<file path="src/rtl/mem_copy_engine.sv">
// Word-granular memory-to-memory copy engine.
// Reads port A one word per cycle and writes port B one cycle later.
module mem_copy_engine #(
    parameter int DATA_W    = 64,
    parameter int ADDR_W    = 16,
    parameter int MEM_DEPTH = 49152
) (
    input  logic              clk,
    input  logic              rst,
    input  logic              start,
    input  logic [ADDR_W-1:0] srcBase,
    input  logic [ADDR_W-1:0] dstBase,
    input  logic [ADDR_W-1:0] length,
    output logic [ADDR_W-1:0] address,
    input  logic [DATA_W-1:0] memOut,
    output logic [ADDR_W-1:0] addressB,
    output logic [DATA_W-1:0] inputDataB,
    output logic              writeEnableB,
    output logic              busy,
    output logic              done,
    output logic              error,
    output logic [ADDR_W-1:0] wordCount
);

    typedef enum logic [1:0] {IDLE, READ, DRAIN, FIN} state_t;

    localparam logic [ADDR_W:0] DEPTH = (ADDR_W+1)'(MEM_DEPTH);

    state_t state, state_nx;

    logic [ADDR_W-1:0] src, dst, len;
    logic [ADDR_W-1:0] rd_idx, wr_idx, count;
    logic              wr_vld, err_q;
    logic [ADDR_W:0]   src_end, dst_end;
    logic              range_bad, overlap, req, accept, last_rd;

    // End addresses are one bit wider so a wrap cannot hide an overrun
    assign src_end   = {1'b0, srcBase} + {1'b0, length};
    assign dst_end   = {1'b0, dstBase} + {1'b0, length};
    assign range_bad = (src_end > DEPTH) || (dst_end > DEPTH);
    assign overlap   = (dstBase > srcBase) && ({1'b0, dstBase} < src_end);
    assign req       = (state == IDLE) && start;
    assign accept    = req && !range_bad && !overlap;
    assign last_rd   = (rd_idx == len - 1'b1);

    always_ff @(posedge clk or posedge rst) begin
        if (rst) state <= IDLE;
        else     state <= state_nx;
    end

    always_comb begin
        state_nx = state;
        unique case (state)
            IDLE:  if (accept) state_nx = (length == '0) ? FIN : READ;
            READ:  if (last_rd) state_nx = DRAIN;
            DRAIN: state_nx = FIN;
            FIN:   state_nx = IDLE;
        endcase
    end

    always_ff @(posedge clk or posedge rst) begin
        if (rst) begin
            src    <= '0;
            dst    <= '0;
            len    <= '0;
            rd_idx <= '0;
            wr_idx <= '0;
            count  <= '0;
            wr_vld <= 1'b0;
            err_q  <= 1'b0;
        end else begin
            err_q  <= req && (range_bad || overlap);
            // A read issued this cycle becomes a write next cycle
            wr_vld <= (state == READ);
            wr_idx <= (state == READ) ? rd_idx : '0;
            if (accept) begin
                src    <= srcBase;
                dst    <= dstBase;
                len    <= length;
                rd_idx <= '0;
                count  <= '0;
            end else begin
                if (state == READ) rd_idx <= rd_idx + 1'b1;
                if (wr_vld)        count  <= count + 1'b1;
            end
        end
    end

    assign address      = (state == READ) ? src + rd_idx : '0;
    assign addressB     = wr_vld ? dst + wr_idx : '0;
    assign inputDataB   = wr_vld ? memOut : '0;
    assign writeEnableB = wr_vld;
    assign busy         = (state == READ) || (state == DRAIN);
    assign done         = (state == FIN);
    assign error        = err_q;
    assign wordCount    = count;

endmodule
</file>
<file path="config.mk">
export PLATFORM = sky130hd
export DESIGN_NAME = mem_copy_engine
export DESIGN_NICKNAME = d
export VERILOG_FILES = /design/src/rtl/mem_copy_engine.sv
export SDC_FILE = /design/constraint.sdc
export NUM_CORES = 1
export LEC_CHECK = 0
export CORE_UTILIZATION = 40
export DETAILED_ROUTE_END_ITERATION = 8
export PLACE_DENSITY = 0.7
export SYNTH_ARGS = -nofsm -noshare
export SYNTH_HDL_FRONTEND = slang
export SYNTH_SLANG_ARGS = --single-unit
</file>
<file path="constraint.sdc">
create_clock -name clk -period 3.5 [get_ports clk]
set_input_delay 0.875 -clock clk [delete_from_list [all_inputs] [get_ports clk]]
set_output_delay 0.875 -clock clk [all_outputs]
set_load 0.02 [all_outputs]
</file>
-- Word level (Yosys, flattened, before mapping)
Index checks and enable logic that the tools add are counted.
- equal/unequal tests: 6
- shift-type cells: 0
- add/sub/neg operators: 7
- reduce and logical (&&, ||, !) cells: 15
- $mul: 0
- divide/modulo/power cells: 0
- order comparisons: 4
- bitwise operators: 0
- muxes and demuxes: 12
- operators with widths (operator ; number):
    $mux W16 ; 7
    $mux W64 ; 1
    $add A16 B16 Y17 ; 2
    $gt A17 B16 Y1 const B ; 2
    $add A16 B1 Y16 const B ; 2
    $add A16 B16 Y16 ; 2
    $lt A16 B17 Y1 ; 1
    $eq A16 B16 Y1 ; 1
    $gt A16 B16 Y1 ; 1
    $logic_not A16 Y1 ; 1
    $sub A16 B1 Y16 const B ; 1
    $pmux W2 S4 ; 1
    $mux W2 ; 3
    $logic_and A1 B1 Y1 ; 5
    $eq A2 B2 Y1 const B ; 2
    $ne A2 B2 Y1 const B ; 2
    $reduce_bool A2 Y1 ; 2
    $logic_or A1 B1 Y1 ; 3
    $eq A2 B1 Y1 const B ; 1
    $logic_not A1 Y1 ; 2
    $logic_not A2 Y1 ; 1
    $reduce_and A2 Y1 ; 1
- output and inout port bits: 116
- RAM bits: 0
- bits in read-only memories: 0
- word-level logic and storage cells: 53
- memories kept: 0
- bits in registers: 100
- latch bits: 0
- input bits: 115

-- Logic depth before layout (Yosys ltp)
Gate-level depths: netlist of the first run.
- word-level depth: 8
- mapped depth: 20

-- Worst setup path before layout of the first run
OpenSTA, ideal clock, no wires.
- kind: input -> register
- start: input srcBase[0]
- end: register dst[10]
- required time: 3.375 ns
- path buffers: 1
- library setup time: 0.125 ns
- arrival: 4.401 ns
- stages on the path: 20
- setup slack: -1.026 ns
- cells stage by stage: ha_1 > fa_1 > a211o_1 > a21oi_1 > or3_1 > a21oi_1 > or3_1 > nand2_1 > ha_1 > a211o_1 > a21oi_1 > o2111ai_1 > a21oi_1 > o21ai_0 > o2bb2ai_1 > nand3_1 > nor2_2 > nand4_2 > buf_4 > mux2_2
- cells in the longest elaborated chain, start to end: 6
- elaborated cells between the ends (all ways): 10
- classes of those cells: add/sub (1); order compare (3); reduce/logical (6)
- ends and longest elaborated chain (item ; line ; RTL):
    start: declaration ; 11 ; input logic [ADDR_W-1:0] srcBase,
    $add A16 B16 Y17 ; 38 ; assign src_end = {1'b0, srcBase} + {1'b0, length};
    $gt A17 B16 Y1 ; 40 ; assign range_bad = (src_end > DEPTH) || (dst_end > DEPTH);
    $logic_or A1 B1 Y1 ; 40 ;
    $logic_not A1 Y1 ; 43 ; assign accept = req && !range_bad && !overlap;
    $logic_and A1 B1 Y1 ; 43 ;
    $logic_and A1 B1 Y1 (*) ; 43 ;
    end signal: assignment ; 78 ; dst <= dstBase;
    end: declaration ; 31 ; logic [ADDR_W-1:0] src, dst, len;
Every way passes the cells marked *; elsewhere a longest branch is shown, timed or not.
A chain may end at the register's enable or synchronous reset.

-- Final worst setup path of the first run
- start: input length[0]
- end: register dst[6]
- cells in the longest elaborated chain, start to end: 6
- elaborated cells between the ends (all ways): 11
- classes of those cells: add/sub (2); order compare (3); reduce/logical (6)
- ends and longest elaborated chain (item ; line ; RTL):
    start: declaration ; 13 ; input logic [ADDR_W-1:0] length,
    $add A16 B16 Y17, on equally long branches ; 38, 39 ;
    $gt A17 B16 Y1 ; 40 ;
    $logic_or A1 B1 Y1 ; 40 ;
    $logic_not A1 Y1 ; 43 ;
    $logic_and A1 B1 Y1 ; 43 ;
    $logic_and A1 B1 Y1 (*) ; 43 ;
Marks and branches as above.

==> qor.yml, run 1 <==
die_w_um: 151
placed_cell_area_um2: 13000
htree_num_levels: 3
row_count: 53
start_util_pct: 41.3
dieArea_um2: 22700
numPlacedInstances: 1639
cts_buffer_depth: 2
fin_cells: 1699
syn_nets: 1183
slew_headroom_pct: 64.9
io_buffers: 230
antenna_found_initial: 4
grt_pass1_wl_mm: 47.5
cts_tree: "yes"
dp_slack_ns: -1.84
drt_wl_total_mm: 31.7
setup_viol: 96
final_common_cell: "buf_4"
endpoint_kind: "flop"
drive_above_1_share_pct: 31.2
arrival_ns: 4.76
synth_edf_count: 0
power_switching_mw: 3.43
status: "finished with violations"
remaining_drc_errors: 0
violations: "negative setup slack"
postLayoutCellArea_um2: 14400
min_period_ns: 4.53
crit_type: "in2reg"
worst_pin_slew_ns: 0.513
clock-sinks: 100
min_path_type: "reg2reg"
n_fill_cell: 1631
synth_flop_cell: "dfrtp_1"
combPwrFrac_pct: 66.1
hold_viol_final: 0
overflow: 0
grt_usage_pct: 27.7
slew_violations: 0
finClkSkew_ns: 0.00869
core-area_um2: 21400
finalWeightedCongestion: 0.922
grt_max_degree: 50
drt-wirelength-per-cell_um: 18.6
synth_area_per_cell_um2: 9.17
first_iter_violations: 495
synth-seq-cells: 100
power_density_nw_per_um2: 588
max_clock_freq_mhz: 221
power.total_mw: 8.49
io_pins: 231
clkPwrFrac_pct: 10.9
via_per_inst: 5.38
fin_ws_ns: -1.03
yosys.area.top_type: "dfrtp_1"
synthArstFlopShare_pct: 100
worstSetupStartpointType: "input port"
crit_required_ns: 3.73
netlist_area_um2: 8830
syn_inst: 963
final_cell_mix: "buf_4, clkdlybuf4s50_1, and2_1"
grt_pass1_vias: 8958
cts_buffers: 9
vdd_drop_max_mv: 0.386
internal_power_mw: 5.06
worst-path-max-fanout: 8
synth_cell_type_count: 68
synth_top_area_share_pct: 28.3
grt_setup_unrepaired: "yes"
clkLatencyLatePin_ns: 0.35
final_core_util_pct: 67.6
p_leak_nw: 6.97
p_seq_share_pct: 23.0
root_buffer: "clkbuf_16"
ant_nets: 0
seq_area_frac_synth_pct: 28.3
path_clk_slew_ns: 0.06
hpwl_mm: 23.6
switching_share_pct: 40.4
routed-via-count: 9142
yosys_warnings: 0
timing.final.crit_share_pct: 129
max-cap-violations: 0
synth_area_leaders: "dfrtp_1, ha_1, and2_1, xnor2_1, mux2_2"
nNetsFinal: 1638
drt_pass1_iterations: 7
dieHeight_um: 151
area_growth_pct: 63.6
## cells by family after synthesis
kind of cell    after synthesis  share of synthesized area [%]
simple gates                338                           21.8
compound gates              189                           14.2
fa+ha+maj                   105                           15.2
flops                       100                           28.3
xor+xnor                     99                           9.82
buf+inv                      77                           3.57
mux                          55                           6.96
## stage by stage
step / hold slack [ns] / setup TNS [ns]
2_1_floorplan: 0.471 / -59.54
3_3_place_gp: 0.487 / -139.54
3_5_place_dp: 0.496 / -149.40
4_1_cts: 0.520 / -83.81
5_1_grt: 0.539 / -93.98
6_report: 0.524 / -84.76
## final cells by class
class	instances	area, um2	area share [%]
tap	275	344	2.38
inverter	46	175	1.21
multi-input combinational	786	6780	46.9
timing repair buffer	475	4370	30.3
clock inverter	4	26.3	0.182
clock buffer	12	236	1.64
antenna	1	2.50	0.0173
sequential	100	2510	17.4
## path summary, 6_finish.rpt
| path | from | cells past startpoint | to | slack, ns |
|---|---|---|---|---|
| setup / recovery | length[0] | 22 | dst[6] | -1.03 |
| hold / removal | src[7] | 1 | src[7] | 0.52 |
| setup reg to reg | len[2] | 10 | state[0] | 0.11 |
| hold reg to reg | src[7] | 1 | src[7] | 0.52 |
| max in group asynchronous | rst | 3 | rd_idx[0] | 1.91 |
| min in group asynchronous | rst | 2 | wordCount[9] | 0.87 |
## cells in the mapped netlist (3+ instances only)
master	n
a2111oi_0	3
a211oi_1	10
a21boi_0	3
a21o_1	23
a21oi_1	60
a311oi_1	3
a31oi_1	5
and2_1	143
and3_1	13
buf_4	5
clkbuf_1	25
dfrtp_1	100
fa_1	4
ha_1	101
inv_1	46
mux2_1	12
mux2_2	39
mux2i_1	4
nand2_1	39
nand2b_1	5
nand3_1	22
nand4_1	14
nor2_1	37
nor2b_1	7
nor3_1	11
nor4_1	10
o2111ai_1	4
o21a_1	5
o21ai_0	27
o21ai_1	3
o21bai_1	11
o31ai_1	6
or2_2	7
or3_1	14
or4_1	4
xnor2_1	62
xor2_1	37
## power groups by stage
stage / clock (mW) / sequential [mW] / combinational, mW
2_1_floorplan: 0 / 1.84 / 2.85
3_3_place_gp: 0 / 1.92 / 4.82
3_5_place_dp: 0 / 1.94 / 4.89
4_1_cts: 0.928 / 1.94 / 5.49
5_1_grt: 0.969 / 2.00 / 6.07
6_report: 0.922 / 1.96 / 5.61
## sequential cells by signal, summed over array words and instances, names as in the netlist
signal and flops:
wordCount 16, dst 16, wr_idx 16, error 1, writeEnableB 1, src 16, len 16, state 2
rd_idx 16
## critical path: stages
cell,delay [ns]
buf_8,0.11
ha_4,0.15
fa_2,0.34
a211o_1,0.29
a21oi_2,0.21
or3_4,0.18
a21oi_4,0.06
or3_4,0.35
nand2_4,0.08
ha_4,0.19
a211o_1,0.27
a21oi_2,0.15
o2111ai_2,0.14
a21oi_2,0.15
o21ai_1,0.08
o2bb2ai_1,0.15
nand3_1,0.13
nor2_4,0.06
nand4_4,0.15
buf_8,0.16
buf_12,0.15
mux2_4,0.30
## layer usage
| metal | track usage [%] | share of wire (%) | up-vias |
|---|---|---|---|
| li1 | - | - | 4319 |
| met1 | 31.7 | 38 | 4401 |
| met2 | 51.3 | 52 | 359 |
| met3 | 3.61 | 6.7 | 63 |
| met4 | 12.1 | 3.5 | 0 |
| met5 | 0 | 0 | - |
## what timing repair did
item,CTS,global route
hold buffers,0,0
buffers inserted,53,16
gates resized for setup,271,66
pin swaps,34,44
cloned,9,0
endpoints found under the setup margin,107,105
No activity file was read; power rests on OpenSTA's default activity.
==> run 2, diff against run 1 <==
- ABC_AREA: not set -> 1
- REMOVE_ABC_BUFFERS: not set -> 1
==> run 2 against run 1 <==
The run still ends with negative setup slack left. Largest cell class unchanged. Critical path type is now reg2out. Largest power group unchanged. Critical endpoint is now address[12]. Worst setup slack improved by 0.92 ns. Critical path depth decreased by 6. Clock power is 17% higher.
==> qor.yml, run 2 <==
die_w_um: 154
syn_inst: 1392
min_path_type: "reg2reg"
synth_edf_count: 0
arrival_ns: 2.73
hp-start: "dst[4]"
drive_above_1_share_pct: 30.8
cts_buffers: 9
numPlacedInstances: 2048
p_leak_nw: 8.17
grt_max_degree: 74
grt_usage_pct: 28.7
core-area_um2: 22600
cts_tree: "yes"
timing.final.crit_share_pct: 103
ant_nets: 0
synth_top_area_share_pct: 27.2
crit_type: "reg2out"
regArea_um2: 2500
rr_worst_depth: 15
synth_area_per_cell_um2: 6.62
status: "finished with violations"
crit_path_frequent_cell: "nand2_1"
htree_num_levels: 3
setup_viol: 5
drt_pass1_iterations: 5
area_growth_pct: 68.4
hpwl_mm: 24.9
reg2reg_to: "state[1]"
final_common_cell: "nand2_1"
row_count: 55
reg2reg_from: "len[0]"
dieArea_um2: 23600
violations: "negative setup slack"
slew_headroom_pct: 59.7
worst-path-buf-inv: 2
synth_cell_type_count: 43
dieHeight_um: 154
synth.most_common_cell: "nand2_1"
remaining_drc_errors: 0
crit_family: "simple AND/OR/NAND/NOR gates"
nNetsFinal: 2045
grt_pass1_vias: 10600
first_iter_violations: 678
power.total_mw: 10.1
fin_cells: 2118
rrSetupSlack_ns: 0.66
slew_violations: 0
grt_pass1_wl_mm: 52.6
hold_end: "dst[4]"
power_density_nw_per_um2: 651
yosys.area.top_type: "dfrtp_1"
endpoint_kind: "primary output"
fin_ws_ns: -0.108
cts_buffer_depth: 2
synth_area_leaders: "dfrtp_1, nand2_1, ha_1, inv_1, nor2_1"
start_util_pct: 40.7
drt-wirelength-per-cell_um: 17.3
path_clk_slew_ns: 0.07
vdd_drop_max_mv: 0.340
crit_chain: "ha_2, fa_2, nand2_2, inv_2, o21ai_2, nand2_1, nand2_2, a31oi_4, a31oi_4, o21ai_4, nand2_1, nand2_1, nand2_1, nand2_1, nor2_2, buf_6"
finalWeightedCongestion: 0.915
via_per_inst: 5.12
yosys-top-cells-count: "nand2_1, inv_1, nor2_1"
netlist_area_um2: 9210
clock-sinks: 100
final_cell_mix: "nand2_1, inv_1, buf_4"
yosys_warnings: 0
final_core_util_pct: 68.5
io_buffers: 230
synth-seq-cells: 100
finClkSkew_ns: 0.00796
routed-via-count: 10900
clkLatencyLatePin_ns: 0.36
synthArstFlopShare_pct: 100
drt_wl_total_mm: 36.5
grt_setup_unrepaired: "yes"
worst_pin_slew_ns: 0.599
antenna_found_initial: 3
hold_viol_final: 0
root_buffer: "clkbuf_16"
crit_required_ns: 2.62
min_period_ns: 3.61
n_fill_cell: 1839
crit_slowest_cell: "dfrtp_1"
hold_depth: 2
max-cap-violations: 0
synth_flop_cell: "dfrtp_1"
max_clock_freq_mhz: 277
crit_path_max_incr_delay_ns: 0.41
overflow: 0
seq_area_frac_synth_pct: 27.2
worstSetupStartpointType: "flop"
multi_input_area_um2: 7180
io_pins: 231
worst-path-max-fanout: 2
## run 2: report_power, final
part	switching, mW	internal [mW]	leakage [nW]	total [mW]
Combinational	3.78	3.05	6.73	6.83
Clock	0.485	0.591	0.158	1.08
Sequential	0.550	1.64	1.28	2.19
Total	4.81	5.29	8.17	10.1
## run 2: per-layer routing
layer	GRT usage (%)	vias to the layer above	part of all wire, %
met1	29.7	5018	36
met5	0	-	0
met2	55.4	432	52
met3	4.48	135	6.0
li1	-	5267	-
met4	14.9	0	5.6
## run 2: how the worst max path moves through the flow
stage	from	end	slack (ns)	cells past startpoint
after floorplan	srcBase[0]	len[0]	-0.55	24
after global placement	length[0]	len[1]	-0.87	24
after detailed placement	length[0]	len[0]	-0.93	25
after CTS	length[0]	src[6]	-0.12	28
after global routing	rd_idx[0]	address[12]	-0.24	16
final	rd_idx[0]	address[12]	-0.11	16
## run 2: repair_timing
action,CTS,global route
pin swaps,50,99
hold buffers,0,0
buffers inserted,24,16
gates cloned,15,2
setup endpoints to repair,107,103
gates resized for setup,307,275
## run 2: per-stage QoR
step           cell area, um2  TNS (ns)  hold slack, ns  worst slack (ns)
2_1_floorplan            9060    -32.87           0.455            -0.551
3_3_place_gp            13000    -66.70           0.473            -0.874
3_5_place_dp            13000    -72.16           0.476            -0.934
4_1_cts                 14500     -5.36           0.497            -0.123
5_1_grt                 15500     -7.26           0.538            -0.243
6_report                15500    -0.184           0.500            -0.108
## run 2: logic make-up (layout without fill, tap and decap cells)
kind of cell / count (synthesis) / after routing / share of synthesized area (%)
XOR/XNOR: 58 / 58 / 5.51
adder cells (fa/ha/maj): 105 / 105 / 14.6
AO/OA/AOI/OAI: 172 / 172 / 10.3
other: 0 / 3 / 0
buffers and inverters: 254 / 692 / 11.0
flip-flops: 100 / 100 / 27.2
AND/OR/NAND/NOR: 703 / 703 / 31.5
## run 2: cell type report
type / instances / share of cell area (%)
Timing Repair inverter: 7 / 0.944
Timing Repair Buffer: 441 / 26.5
Sequential cell: 100 / 16.1
Clock inverter: 6 / 0.508
Tap cell: 285 / 2.30
Inverter: 228 / 5.70
Multi-Input combinational cell: 1038 / 46.3
Antenna cell: 3 / 0.0484
Clock buffer: 10 / 1.54
## run 2: worst reg2reg max path: cells and delay by family (launching register included)
kind                     cells  cell delay, ns
XOR/XNOR                     2            0.33
buffers and inverters        1            0.18
flip-flops                   1            0.36
AND/OR/NAND/NOR             11            1.61
adder cells (fa/ha/maj)      1            0.24
==> patch 1, RTL diff (settings of run 1) <==
Change the parameter `DATA_W` from 64 to 32.
--- a/src/rtl/mem_copy_engine.sv
+++ b/src/rtl/mem_copy_engine.sv
@@ -1,7 +1,7 @@
 // Word-granular memory-to-memory copy engine.
 // Reads port A one word per cycle and writes port B one cycle later.
 module mem_copy_engine #(
-    parameter int DATA_W    = 64,
+    parameter int DATA_W    = 32,
     parameter int ADDR_W    = 16,
     parameter int MEM_DEPTH = 49152
 ) (
Ports: changed (resized inputDataB and memOut); port bits go from 231 to 167. The function was not compared with the original's and may differ.
==> patch 1 against run 1 <==
The flow still finishes with violations (negative setup slack). Sequential cell count did not move. Count of clock-buffer cells in the layout fell by 3. Synthesized cell count fell by 3.3%. First-iteration DRC count fell by 8.9%. Design area fell by 3.9%. Area after synthesis fell by 1.4%. Setup slack improved by 0.043 ns. Routed wire length fell by 8.1%. Total power rose by 25%. Critical path type unchanged. Largest cell class unchanged. Largest power group unchanged.
==> patch 1: results (changes against run 1) <==
- Status: complete, but fails checks
- Failing checks: negative setup slack
- Max VDD drop: 0.369 mV (-4.4%)
- Xor/xnor share of the synthesized area: 0.0966 (-0.00158)
- Post-CTS Setup Bufs: 49 (-7.5%)
- CTS root buffer: clkbuf_16
- Share of the synthesized area in the top cell type: 0.288 (+0.00416)
- R2r setup slk: 0.08 ns (-0.03 ns)
- Critical R2R Capture: state[1]$_DFFE_PP0P_
- Arrival time at the worst endpoint: 4.72 ns (-0.04 ns)
- Antenna diode count: 0 (-1)
- Gpl congestion: 0.903 (-2.0%)
- Layout cells sized above 1: 0.358 (+0.0460)
- Compound-Gate Fraction of Synth Area: 0.161 (+0.0189)
- Vias per inst: 5.52 (+2.6%)
- Dpl hpwl: 20500 um (-13%)
- Crit-path max cell delay: 0.38 ns (+0.03 ns)
- Syn Nets: 1119 (-5.4%)
- Critical Path Sink: dst[7]$_DFFE_PP0P_
- Port Buffer Count: 166 (-28%)
- Critical Path Start: length[3]
- Cell count after synthesis: 931 (-3.3%)
- HP Start: src[14]$_DFFE_PP0P_
- Drt total wl: 29100 um (-8.1%)
- Setup Skew: 0.00813 ns (-0.000557 ns)
- Mux contribution to synthesized area: 0.0788 (+0.00922)
- Leakage dissipation: 0.00655 uW (-6.0%)
- Post-synthesis sequential area ratio: 0.288 (+0.00416)
- Met1 Track Usage GR: 0.295 (-0.0219)
- Setup TNS: -74.09 ns (+10.67 ns)
- Top delay family on crit path: buffers and inverters
- Final net count: 1518 (-7.3%)
- Hold worst-path end: src[14]$_DFFE_PP0P_
- Antenna Nets Post-Route: 0 (unchanged)
- Critical-path top delay cell: nor3b_1
- Post-CTS sizing: 262 (-3.3%)
- First-pass iteration count of the detailed router: 5 (-2)
- Worst-margin pin slew: 0.780 ns (+0.267 ns)
- Synth top area cells: dfrtp_1, ha_1, and2_1, xor2_1, a21oi_1
- Largest net degree at the start of global routing: 60 (+20%)
- Final setup fails: 96 (unchanged)
- Routed vias: 8890 (-2.8%)
- DP Area: 12200 um2 (-6.3%)
- Met2 Usage GRT: 0.452 (-0.0613)
- First-pass GRT wire length: 44100 um (-7.2%)
- Post-route setup slack: -0.984 ns (+0.0433 ns)
- Vias in the first global route: 8738 (-2.5%)
- Post-Synth Adder-Cell Area: 0.154 (+0.00223)
- First DRT Iteration DRCs: 451 (-8.9%)
- Hold Slack: 0.530 ns (+0.00611 ns)
- Yosys cell types: 75 (+10%)
- Pre-CTS WS: -1.71 ns (+0.123 ns)
- Met3 Resource Use GR: 0.0415 (+0.00540)
- Post-synth top cells: ha_1, dfrtp_1, a21oi_1, and2_1, xor2_1
- Initial antenna violation count: 0 (-4)
patch 1: cell count changes in the layout (fill, tap and decap cells not counted), sizes merged, moves of 5 or more:
| cell | delta |
|---|---|
| and2 | -63 |
| nand3 | +5 |
| clkdlybuf4s50 | -64 |
| o21ai | +8 |
| xnor2 | -17 |
| nand2b | +5 |
| a21oi | +25 |
| xor2 | +14 |
| a31oi | +7 |
patch 1: power breakdown:
group / internal [uW] / leakage, uW / switching (uW)
registers: 1680 / 0.00126 / 562
logic: 3880 / 0.00514 / 3510
clock network: 501 / 0.000141 / 475
total: 6050 / 0.00655 / 4550
patch 1: per-layer routing:
metal	wire length [um]	part of all wire
met5	0	0
met4	1160	0.040
met3	1930	0.066
met2	14600	0.50
met1	11400	0.39
patch 1: cell type report:
type / instances / area [um2]
Fill cell: 1579 / 7280
Multi-Input combinational cell: 760 / 6710
Timing Repair Buffer: 417 / 3860
Sequential cell: 100 / 2500
Tap cell: 275 / 344
Clock buffer: 9 / 225
Inverter: 42 / 160
Clock inverter: 7 / 70.1
==> patch 2, RTL diff (config.mk and constraints of run 1) <==
Made on the original files. Put a register stage on the outputs `address`, `addressB`, `inputDataB`, `busy` and `done`. The values now appear one clock later. The other outputs are not delayed to match.
--- a/src/rtl/mem_copy_engine.sv
+++ b/src/rtl/mem_copy_engine.sv
@@ -86,12 +86,14 @@
         end
     end
 
-    assign address      = (state == READ) ? src + rd_idx : '0;
-    assign addressB     = wr_vld ? dst + wr_idx : '0;
-    assign inputDataB   = wr_vld ? memOut : '0;
     assign writeEnableB = wr_vld;
-    assign busy         = (state == READ) || (state == DRAIN);
-    assign done         = (state == FIN);
+    always_ff @(posedge clk) begin
+        address    <= (state == READ) ? src + rd_idx : '0;
+        addressB   <= wr_vld ? dst + wr_idx : '0;
+        inputDataB <= wr_vld ? memOut : '0;
+        busy       <= (state == READ) || (state == DRAIN);
+        done       <= (state == FIN);
+    end
     assign error        = err_q;
     assign wordCount    = count;
 
Formal check against the unedited RTL: not equivalent (Yosys sat finds a counterexample within 4 cycles, from zero or initial values and one cycle with rst high).
==> patch 2 against run 1 <==
The run still ends with negative setup slack left. Setup slack improved by 0.051 ns. Area after synthesis rose by 24%. Count of clock-buffer cells in the layout rose by 6. Total power rose by 35%. Routed wire length rose by 5.4%. Non-clock buffer count fell by 81. Sequential cell count rose by 98. Design area rose by 9.8%. Critical endpoint is now src[7]$_DFFE_PP0P_.
==> patch 2: results (changes against run 1) <==
- Status: complete, but fails checks
- Failing checks: negative setup slack
- Worst-margin pin slew: 0.806 ns (+0.293 ns)
- First-pass GRT wire length: 51300 um (+8.0%)
- HP Start: src[11]$_DFFE_PP0P_
- Critical R2R Capture: state[1]$_DFFE_PP0P_
- Post-synth top cells: ha_1, dfrtp_1, dfxtp_1, nor2_1, and2_1
- Synth top area cells: dfrtp_1, dfxtp_1, ha_1, and2_1, mux2_2
- Critical Path Sink: src[7]$_DFFE_PP0P_
- Final net count: 1705 (+4.1%)
- Gpl congestion: 0.878 (-4.8%)
- Setup Skew: 0.0117 ns (+0.00297 ns)
- Cts bufs inserted: 17 (+8)
- Worst-path clk slew: 0.08 ns (+0.02 ns)
- Placed Cells: 1788 (+9.1%)
- Largest net degree at the start of global routing: 58 (+16%)
- Post-synthesis sequential area ratio: 0.408 (+0.125)
- Initial antenna violation count: 0 (-4)
- Filler Cell Count: 2242 (+37%)
- CP Max Fanout: 6 (-2)
- Post-route setup slack: -0.976 ns (+0.0506 ns)
- Reg2reg start: len[0]$_DFFE_PP0P_
- Drt total wl: 33400 um (+5.4%)
- Final setup fails: 83 (-14%)
- Pre-CTS WS: -1.68 ns (+0.160 ns)
- Met2 wire len: 16700 um (+2.5%)
- Sequential share of power: 0.337 (+0.107)
- Final Cell Area: 15900 um2 (+9.8%)
- Vias per inst: 5.27 (-2.1%)
- Syn Nets: 1323 (+12%)
- Met2 Usage GRT: 0.423 (-0.0901)
- Critical-path top delay cell: fa_2
- DRT met1 WL: 13900 um (+14%)
- Antenna diode count: 0 (-1)
- Routed length on met3: 1890 um (-11%)
==> patch 2: logic make-up (layout without fill, tap and decap cells) <==
group                      after synthesis  count (layout)  share of synthesized area
and+or+nand+nor                        368             368                      0.180
AOI/OAI and AO/OA                      201             201                      0.125
DFF                                    198             198                      0.408
adders and majority gates              105             105                      0.123
buffers and inverters                   93             488                     0.0383
xor gates and xnor gates                76              76                     0.0609
muxes                                   62              62                     0.0644
==> patch 2: what timing repair did <==
action | CTS | global route
cloned | 3 | 2
pin swaps | 15 | 19
setup buffers | 12 | 3
setup endpoints to repair | 83 | 83
gates resized for setup | 58 | 32
==> patch 2: layout make-up <==
type / instances / area share
multi-input cells: 812 / 0.402
flip-flops and latches: 198 / 0.282
repair buffers: 394 / 0.236
clock buffers: 18 / 0.0277
well taps: 341 / 0.0269
inverters: 62 / 0.0148
clock inverters: 14 / 0.0110
